File: src/rtl/oric_tap_pkg.sv
// rtl/oric_tap_pkg.sv - shared types, frame constants and cell-bit helper for the Oric TAP player
//
// Purpose : player FSM states, cell phases, frame length and the function that
//           picks the level of a given cell within a byte frame.
// Ports   : none (package).
package oric_tap_pkg;

    typedef enum logic [1:0] {
        IDLE  = 2'd0,
        FETCH = 2'd1,
        SEND  = 2'd2,
        DONE  = 2'd3
    } tap_state_t;

    typedef enum logic {
        PH_HI = 1'b0,
        PH_LO = 1'b1
    } cell_phase_t;

    localparam int STOP_BITS_DEF = 4;

    // start cell + 8 data cells + parity cell + stop cells
    function automatic int frame_cells(input int stop_bits);
        return 10 + stop_bits;
    endfunction

    localparam int FRAME_CELLS = frame_cells(STOP_BITS_DEF);

    // Level of cell idx in the frame: 0 = start, 1..8 = data LSB first,
    // 9 = odd parity, anything later is a stop cell.
    function automatic logic cell_bit(input logic [7:0] data, input int idx);
        if (idx == 0) begin
            return 1'b0;
        end else if (idx <= 8) begin
            return data[3'(idx - 1)];
        end else if (idx == 9) begin
            return ~^data;
        end else begin
            return 1'b1;
        end
    endfunction

endpackage

File: src/rtl/oric_tap_bitgen.sv
// rtl/oric_tap_bitgen.sv - one-cell waveform generator (high half-cell, then short or long low)
//
// Purpose : while run=1, shapes the current cell bit into tape_out and pulses
//           cell_done on the tick that ends the low phase.
// Ports   : clk, rst_n (async active-low), run (cell sequencing enabled),
//           tick (timing strobe, already gated), bit_in (cell value),
//           tape_out (cassette level), cell_done (combinational end-of-cell pulse).
module oric_tap_bitgen
    import oric_tap_pkg::*;
#(
    parameter int T_HALF = 208,
    parameter int T_LONG = 416
) (
    input  logic clk,
    input  logic rst_n,
    input  logic run,
    input  logic tick,
    input  logic bit_in,
    output logic tape_out,
    output logic cell_done
);

    localparam int CW = $clog2(T_LONG + 1);

    cell_phase_t   phase_q;
    logic [CW-1:0] cnt_q;
    logic          out_q;
    logic [CW-1:0] lim;
    logic          reach;

    // high phase is always a half cell; low phase length depends on the bit
    assign lim       = (phase_q == PH_HI || bit_in) ? CW'(T_HALF) : CW'(T_LONG);
    assign reach     = tick && (cnt_q == lim - CW'(1));
    assign cell_done = run && reach && (phase_q == PH_LO);
    assign tape_out  = out_q;

    always_ff @(posedge clk or negedge rst_n) begin
        if (!rst_n) begin
            phase_q <= PH_HI;
            cnt_q   <= '0;
            out_q   <= 1'b1;
        end else if (!run) begin
            phase_q <= PH_HI;
            cnt_q   <= '0;
            out_q   <= 1'b1;
        end else if (tick) begin
            if (reach) begin
                cnt_q   <= '0;
                phase_q <= (phase_q == PH_HI) ? PH_LO : PH_HI;
                out_q   <= (phase_q == PH_LO);
            end else begin
                cnt_q <= cnt_q + CW'(1);
            end
        end
    end

endmodule

File: src/rtl/oric_tap_player.sv
// rtl/oric_tap_player.sv - plays a .TAP byte image as an Oric fast-format cassette waveform
//
// Purpose : fetches bytes over a read handshake and serialises each as
//           start/8 data/odd parity/STOP_BITS stop cells on tape_out.
// Ports   : CLK_IN, RESETn (async active-low), ENA_1MHZ (timing strobe),
//           start/stop pulses, tap_len (sampled on start), remote (motor relay),
//           buf_rd/buf_addr/buf_data/buf_valid (byte fetch), tape_out (K7_TAPEIN),
//           busy, tape_addr (byte being serialised), tape_complete (sticky).
// Macro   : TAP_REMOTE_GATE_EN - when defined, remote=0 freezes cell timing.
module oric_tap_player
    import oric_tap_pkg::*;
#(
    parameter int ADDR_W    = 16,
    parameter int T_HALF    = 208,
    parameter int T_LONG    = 416,
    parameter int STOP_BITS = STOP_BITS_DEF
) (
    input  logic              CLK_IN,
    input  logic              RESETn,
    input  logic              ENA_1MHZ,
    input  logic              start,
    input  logic              stop,
    input  logic [ADDR_W-1:0] tap_len,
    input  logic              remote,
    output logic              buf_rd,
    output logic [ADDR_W-1:0] buf_addr,
    input  logic [7:0]        buf_data,
    input  logic              buf_valid,
    output logic              tape_out,
    output logic              busy,
    output logic [ADDR_W-1:0] tape_addr,
    output logic              tape_complete
);

    localparam int                FRAME_N   = frame_cells(STOP_BITS);
    localparam int                CIW       = $clog2(FRAME_N);
    localparam logic [CIW-1:0]    LAST_CELL = CIW'(FRAME_N - 1);

    tap_state_t        state_q, state_d;
    logic [ADDR_W-1:0] addr_q, addr_d;
    logic [ADDR_W-1:0] len_q, len_d;
    logic [ADDR_W-1:0] tape_addr_q, tape_addr_d;
    logic [7:0]        byte_q, byte_d;
    logic [CIW-1:0]    cell_q, cell_d;
    logic              complete_q, complete_d;
    logic              tick, run, cell_done, cur_bit;

`ifdef TAP_REMOTE_GATE_EN
    // FETCH is untimed, so only the cell timers see the frozen strobe
    assign tick = ENA_1MHZ & remote;
`else
    logic unused_remote;
    assign unused_remote = remote;
    assign tick          = ENA_1MHZ;
`endif

    // stop dominates: the cell generator is parked in the same cycle
    assign run     = (state_q == SEND) && !stop;
    assign cur_bit = cell_bit(byte_q, int'(cell_q));

    oric_tap_bitgen #(
        .T_HALF (T_HALF),
        .T_LONG (T_LONG)
    ) u_bitgen (
        .clk       (CLK_IN),
        .rst_n     (RESETn),
        .run       (run),
        .tick      (tick),
        .bit_in    (cur_bit),
        .tape_out  (tape_out),
        .cell_done (cell_done)
    );

    assign buf_rd        = (state_q == FETCH);
    assign buf_addr      = addr_q;
    assign busy          = (state_q == FETCH) || (state_q == SEND);
    assign tape_addr     = tape_addr_q;
    assign tape_complete = complete_q;

    always_comb begin
        state_d     = state_q;
        addr_d      = addr_q;
        len_d       = len_q;
        tape_addr_d = tape_addr_q;
        byte_d      = byte_q;
        cell_d      = cell_q;
        complete_d  = complete_q;
        if (stop) begin
            state_d = IDLE;
        end else begin
            case (state_q)
                IDLE: begin
                    if (start) begin
                        if (tap_len == '0) begin
                            complete_d = 1'b1;
                        end else begin
                            complete_d = 1'b0;
                            len_d      = tap_len;
                            addr_d     = '0;
                            state_d    = FETCH;
                        end
                    end
                end
                FETCH: begin
                    if (buf_valid) begin
                        byte_d      = buf_data;
                        tape_addr_d = addr_q;
                        cell_d      = '0;
                        state_d     = SEND;
                    end
                end
                SEND: begin
                    if (cell_done) begin
                        if (cell_q == LAST_CELL) begin
                            // len <= 2^ADDR_W-1, so addr+1 cannot wrap
                            addr_d = addr_q + ADDR_W'(1);
                            if (addr_q == len_q - ADDR_W'(1)) begin
                                complete_d = 1'b1;
                                state_d    = DONE;
                            end else begin
                                state_d = FETCH;
                            end
                        end else begin
                            cell_d = cell_q + CIW'(1);
                        end
                    end
                end
                DONE: begin
                    state_d = IDLE;
                end
                default: begin
                    state_d = IDLE;
                end
            endcase
        end
    end

    always_ff @(posedge CLK_IN or negedge RESETn) begin
        if (!RESETn) begin
            state_q     <= IDLE;
            addr_q      <= '0;
            len_q       <= '0;
            tape_addr_q <= '0;
            byte_q      <= '0;
            cell_q      <= '0;
            complete_q  <= 1'b0;
        end else begin
            state_q     <= state_d;
            addr_q      <= addr_d;
            len_q       <= len_d;
            tape_addr_q <= tape_addr_d;
            byte_q      <= byte_d;
            cell_q      <= cell_d;
            complete_q  <= complete_d;
        end
    end

endmodule

File: config.mk
export PLATFORM = sky130hd
export DESIGN_NAME = oric_tap_player
export DESIGN_NICKNAME = d
export VERILOG_FILES = /design/src/rtl/oric_tap_pkg.sv /design/src/rtl/oric_tap_bitgen.sv /design/src/rtl/oric_tap_player.sv
export SDC_FILE = /design/constraint.sdc
export NUM_CORES = 1
export LEC_CHECK = 0
export BUFFER_PORTS_ARGS = -buffer_cell sky130_fd_sc_hd__buf_4
export CAP_MARGIN = 25
export CORE_MARGIN = 4
export CORE_UTILIZATION = 55
export DETAILED_ROUTE_END_ITERATION = 7
export GPL_ROUTABILITY_DRIVEN = 0
export HOLD_SLACK_MARGIN = 0.05
export PLACE_DENSITY = 0.81
export SKIP_LAST_GASP = 1
export SLEW_MARGIN = 30
export SYNTH_ARGS = -nofsm -noshare
export SYNTH_HDL_FRONTEND = slang
export SYNTH_SLANG_ARGS = --single-unit
export TNS_END_PERCENT = 20
File: constraint.sdc
create_clock -name CLK_IN -period 4.3 [get_ports CLK_IN]
set_input_delay 0.86 -clock CLK_IN [delete_from_list [all_inputs] [get_ports CLK_IN]]
set_output_delay 0.86 -clock CLK_IN [all_outputs]
set_load 0.005 [all_outputs]
=== Yosys cells after proc, flatten, opt, wreduce, memory -nomap -nowiden ===
Cells that the tools add are included.

* Bits in registers: 74
* Input bits: 31
* Output and inout port bits: 36
* Word-level logic and storage cells: 102

* $add $sub $neg: 6
* Order comparisons: 2
* Equal/unequal tests: 21
* Mux-type cells: 40
* Bitwise logic cells: 3
* Reduce and logical (&&, ||, !) cells: 20

{| class="wikitable"
|+ Operators with widths
! operator !! number
|-
| 16-bit 2-to-1 mux || 4
|-
| 9-bit 2-to-1 mux || 4
|-
| 16-bit one-hot mux with 2 select lines || 1
|-
| 1-bit 2-to-1 mux || 17
|-
| 16-bit by 1-bit adder with 16-bit output (second input constant) || 1
|-
| 16-bit == test || 1
|-
| 16-bit zero test || 1
|-
| 16-bit by 1-bit subtractor with 16-bit output (second input constant) || 1
|-
| 2-bit 2-to-1 mux || 7
|-
| 4-bit 2-to-1 mux || 3
|-
| 2-bit inequality test (second input constant) || 6
|-
| 6-bit AND reduction || 2
|-
| 5-bit AND reduction || 2
|-
| 9-bit by 1-bit adder with 9-bit output (second input constant) || 1
|-
| 9-bit == test || 1
|-
| 3-bit inequality test (second input constant) || 3
|-
| 9-bit by 1-bit subtractor with 9-bit output (second input constant) || 1
|-
| 4-bit == test (second input constant) || 2
|-
| 2-bit one-hot mux with 4 select lines || 1
|-
| 4-bit one-hot mux with 2 select lines || 1
|-
| 8-bit XNOR reduction || 1
|-
| 2-bit by 1-bit inequality test with 1-bit output (second input constant) || 3
|-
| 3-bit by 2-bit inequality test with 1-bit output (second input constant) || 2
|-
| 3-bit by 5-bit less-than comparator with 1-bit output (second input constant) || 1
|-
| other kinds (17) || 25
|}

=== Longest topological paths before layout ===
* Depth after elaboration: 16
* Depth in mapped cells: 10
* Mapped depth without buffers: 9

=== Modules after synthesis ===
A second synthesis with hierarchy kept.

* Cell total of the unflattened synthesis: 400
* Area total of the unflattened synthesis: 4184.0 um2

{| class="wikitable"
|+ Modules (own cells, without submodules)
! module !! instances !! cells an instance !! area each (um2) !! seq. area each (um2)
|-
| oric_tap_player || 1 || 339 || 3569.7 || 1576.5
|-
| oric_tap_bitgen || 1 || 61 || 614.3 || 276.5
|}

=== Least setup slack after synthesis ===
No wires, ideal clock.

* Path type: register to register
* Start: register cell_q[0]
* End: register addr_q[2] (netlist: buf_addr[2])
* Setup time: 131 ps
* Data arrival time: 2684 ps
* Data required time: 4169 ps
* Setup slack: 1485 ps
* Stages on the path, launching flop included: 11
* Path buffers: 1
* Clock period less this slack: 2815 ps
* Cells stage by stage: dfrtp_1 > inv_1 > ha_1 > mux4_2 > nor4b_1 > nor4_1 > o21ai_1 > mux2i_1 > clkbuf_1 > a21oi_1 > or3_1

* Word-level cells in the longest chain between the ends: 15
* Elaborated cells on any way between the ends: 21
* Those cells by class: add/sub: 2; order compare: 1; eq/ne: 5; mux: 7; reduce/logical: 6

{| class="wikitable"
|+ RTL lines
! what !! line !! source
|-
| start, declared || oric_tap_player.sv:44 || <nowiki>logic [CIW-1:0] cell_q, cell_d;</nowiki>
|-
| start signal, assigned || oric_tap_player.sv:153 || <nowiki>cell_q <= cell_d;</nowiki>
|-
| 3-bit by 1-bit subtractor with 3-bit output || oric_tap_pkg.sv:35 || <nowiki>return data[3'(idx - 1)];</nowiki>
|-
| 1-bit binary-select mux with 3-bit select || oric_tap_pkg.sv:35 ||
|-
| 1-bit 2-to-1 mux (implied by the code) (2 in a row) || oric_tap_pkg.sv:35 ||
|-
| 1-bit 2-to-1 mux || oric_tap_pkg.sv:34 || <nowiki>end else if (idx <= 8) begin</nowiki>
|-
| 1-bit 2-to-1 mux || oric_tap_pkg.sv:32 || <nowiki>if (idx == 0) begin</nowiki>
|-
| 1-bit logical OR || oric_tap_bitgen.sv:32 || <nowiki>assign lim = (phase_q == PH_HI || bit_in) ? CW'(T_HALF) : CW'(T_LONG);</nowiki>
|-
| 9-bit 2-to-1 mux || oric_tap_bitgen.sv:32 ||
|-
| 9-bit by 1-bit subtractor with 9-bit output || oric_tap_bitgen.sv:33 || <nowiki>assign reach = tick && (cnt_q == lim - CW'(1));</nowiki>
|-
| 9-bit == test || oric_tap_bitgen.sv:33 ||
|-
| 1-bit logical AND || oric_tap_bitgen.sv:33 ||
|-
| 1-bit logical AND (2 in a row) || oric_tap_bitgen.sv:34 || <nowiki>assign cell_done = run && reach && (phase_q == PH_LO);</nowiki>
|-
| 2-bit inequality test (no source line) || n/a ||
|-
| 6-bit AND reduction (no source line) * || n/a ||
|-
| end signal, assigned || oric_tap_player.sv:149 || <nowiki>addr_q <= addr_d;</nowiki>
|-
| end, declared || oric_tap_player.sv:40 || <nowiki>logic [ADDR_W-1:0] addr_q, addr_d;</nowiki>
|}

Mark *: on every way between the ends. The rest lies on a longest branch, timed or not. The select of a mux whose other input is x is not followed.
A chain may end at the register's enable or synchronous reset.

=== Final worst setup path ===
Same ends and word-level chain as after synthesis.

==> out/qor.csv <==
metric;value;unit
number of synthesized register bits;74;
Core ar.;0.00773;mm2
CP endpoint;buf_addr[2];
Max VDD drop;0.350;mV
met1 Usage GRT;0.301;
chip height;97.3;um
busiest grt layer;met2;
relative slew slack;0.525;
clock tree from TritonCTS;built;
Initial Util;0.567;
all-layer global routing usage;0.225;
first drt pass iteration count;7;
vias in the first global route;3609;
GRT Residual Overflow;0;
Synth Net Count;485;
synthesized area per cell;9.85;um2
cells after synthesis;445;
Max-cap violations;0;
synthesized cell area;0.00438;mm2
# rows;32;
post-synthesis adder-cell area fraction;0.0257;
I/O pins;67;
initial antenna violation count;0;
RSZ-0062 raised after global routing;false;
area growth from synthesis to layout;18.7;%
XOR/XNOR Fraction of Synth Area;0.0719;
PwrDens;552;mW/mm2
number of synthesized flops with an enable pin;0;
Setup CP Type;flop to flop;
CP startpoint;cell_q[0];
Crit Reg-Reg Endpoint;buf_addr[2];
post-cts resize count;0;
Hold Crit Class;flop to flop;
Unique masters post-synth;58;
fill cell count;616;
WP data arrival;3.41;ns
port bufs;65;
multiplexer share of the synthesized area;0.135;
via/cell ratio;5.96;
dpl hpwl;7.35;mm
Worst-Skew Late Latency;0.35;ns
DIE AREA;0.00946;mm2
share of flip-flops with an asynchronous set or reset;1.00;
CTS hold repair buffers;0;
crit end category;flop;
Worst R2R Setup Slack;1.12;ns
WL/cell;16.9;um
Static Leak;2.25;nW
Top FF cell, synth;dfrtp_1;
# DRC;0;
WHS;0.504;ns
count of final hold-check violations;0;
Worst Max-Slew Pin Slew;0.693;ns
first-pass GRT wire length;17.5;mm
M2 GR Usage;0.359;
period utilization;0.739;
sequential area share after synthesis;0.423;
Routed WL;10.3;mm
First DRT Iteration DRCs;233;
pin count of the biggest net entering global routing;75;
R2R cell count;10;
CP Max Fanout;22;
Sink Count;74;
setup violators final;0;
Worst setup SP type;flop;
setup_tns;0;ns
largest family of logic cells by synthesized area;simple AND/OR/NAND/NOR gates;
Final min period;3.18;ns
Root Buffer;clkbuf_8;
Die X-Extent;97.3;um
fin util;0.673;
Diodes inserted;0;
outcome;finished clean;
clk_skew;0.00758;ns
Req. time, crit path;4.53;ns
global-route met3 utilization;0.0560;
CTS H-tree lvls;3;
Post-Synth Simple-Gate Area;0.212;
number of synthesis warnings;0;
ANT nets after route;0;
CTS clk-pin slew, worst paths;0.08;ns
Setup Fix Bufs, Post-CTS;0;
Slew Viols, Final;0;
Bufs on Longest Clock Path;2;
FMAX;315;MHz
vias;3638;
Synth Area in Compound Gates;0.0990;
fraction of layout cells with a size suffix above 1;0.266;
Nets;544;
Num CTS Buffers;9;
reg2reg start;cell_q[0];
[layout by cell type, fill, tap and decap left out, types with 10 or more instances in the layout]
master | synthesis | layout
dfrtp_1 | 73 | 73
buf_4 | 0 | 70
nand2_1 | 40 | 40
mux2_2 | 37 | 37
a21oi_1 | 27 | 27
xnor2_1 | 26 | 26
nor2_1 | 23 | 23
nand2b_1 | 16 | 16
nand3_1 | 16 | 16
inv_1 | 15 | 15
o21ai_0 | 13 | 13
mux2i_1 | 12 | 12
nor4_1 | 10 | 10
xor2_1 | 10 | 10
[state kept, by name, summed over array words and instances, names as in the netlist]
name and cells:
state_q 2, u_bitgen.phase_q 1, buf_addr 16, tape_addr 16
len_q 16, cell_q 4, u_bitgen.cnt_q 9, u_bitgen.tape_out 1
byte_q 8, tape_complete 1
[where the power goes]
group | total [mW] | switching, mW | internal [mW]
Sequential | 1.14 | 0.258 | 0.879
Combinational | 1.08 | 0.505 | 0.576
Clock | 0.655 | 0.270 | 0.385
Total | 2.87 | 1.03 | 1.84
[cell usage after synthesis (3+ instances only)]
master / instances / area (um2)
dfrtp_1: 73 / 1830
nand2_1: 40 / 150
mux2_2: 37 / 417
a21oi_1: 27 / 135
xnor2_1: 26 / 228
nor2_1: 23 / 86.3
clkbuf_1: 19 / 71.3
nand2b_1: 16 / 100
nand3_1: 16 / 80.1
inv_1: 15 / 56.3
o21ai_0: 13 / 65.1
mux2i_1: 12 / 120
nor4_1: 10 / 62.6
xor2_1: 10 / 87.6
ha_1: 9 / 113
nand4_1: 8 / 50.1
a2bb2oi_1: 7 / 61.3
and3_1: 7 / 43.8
nor3_1: 6 / 30.0
or4_1: 6 / 45.0
and2_1: 4 / 25.0
nor2b_1: 4 / 25.0
nor3b_1: 4 / 30.0
and4_1: 3 / 26.3
nand3b_1: 3 / 22.5
o22ai_1: 3 / 18.8
or3_1: 3 / 18.8
[worst min-delay path by stage]
stage                       from           end  slack, ns  cells past startpoint
CTS                 tape_addr[1]  tape_addr[1]       0.51                      2
finish              tape_addr[5]  tape_addr[5]       0.50                      2
detailed placement  tape_addr[1]  tape_addr[1]       0.47                      2
global placement    tape_addr[1]  tape_addr[1]       0.47                      2
global route        tape_addr[3]  tape_addr[3]       0.53                      1
floorplan           tape_addr[1]  tape_addr[1]       0.47                      2
[kinds of logic after synthesis]
logic type / count (synthesis)
xor+xnor: 36
buf+inv: 38
flops: 74
fa+ha+maj: 9
mux: 52
compound gates: 69
simple gates: 167
[cell type report]
cell class | instances | area (um2) | share of cell area
clock buffers | 9 | 124 | 0.0238
clock inverters | 6 | 115 | 0.0221
inverters | 15 | 56.3 | 0.0108
multi-input cells | 333 | 2390 | 0.459
flip-flops and latches | 74 | 1850 | 0.356
well taps | 102 | 128 | 0.0245
repair buffers | 71 | 537 | 0.103
[critical path, stage by stage (launching register included)]
cell     delay [ns]
dfrtp_1        0.50
inv_1          0.11
ha_1           0.35
mux4_2         0.34
nor4b_1        0.33
nor4_1         0.09
o21ai_1        0.20
mux2i_1        0.34
buf_4          0.32
a21oi_1        0.10
or3_1          0.37
[routing by layer]
metal / share of wire / wire [um]
met3: 0.063 / 648
met1: 0.44 / 4500
met5: 0 / 0
met4: 0.022 / 222
met2: 0.48 / 4940
[stage by stage]
step | worst slack [ns] | power (mW) | cell area, um2 | cells
detailed placement | 1.02 | 2.22 | 4960 | 595
global placement | 1.07 | 2.17 | 4960 | 595
finish | 1.12 | 2.87 | 5200 | 610
CTS | 1.10 | 2.88 | 5200 | 610
floorplan | 1.48 | 1.87 | 4380 | 445
global route | 0.870 | 3.07 | 5200 | 610
Power figures use the tool's default switching activity.
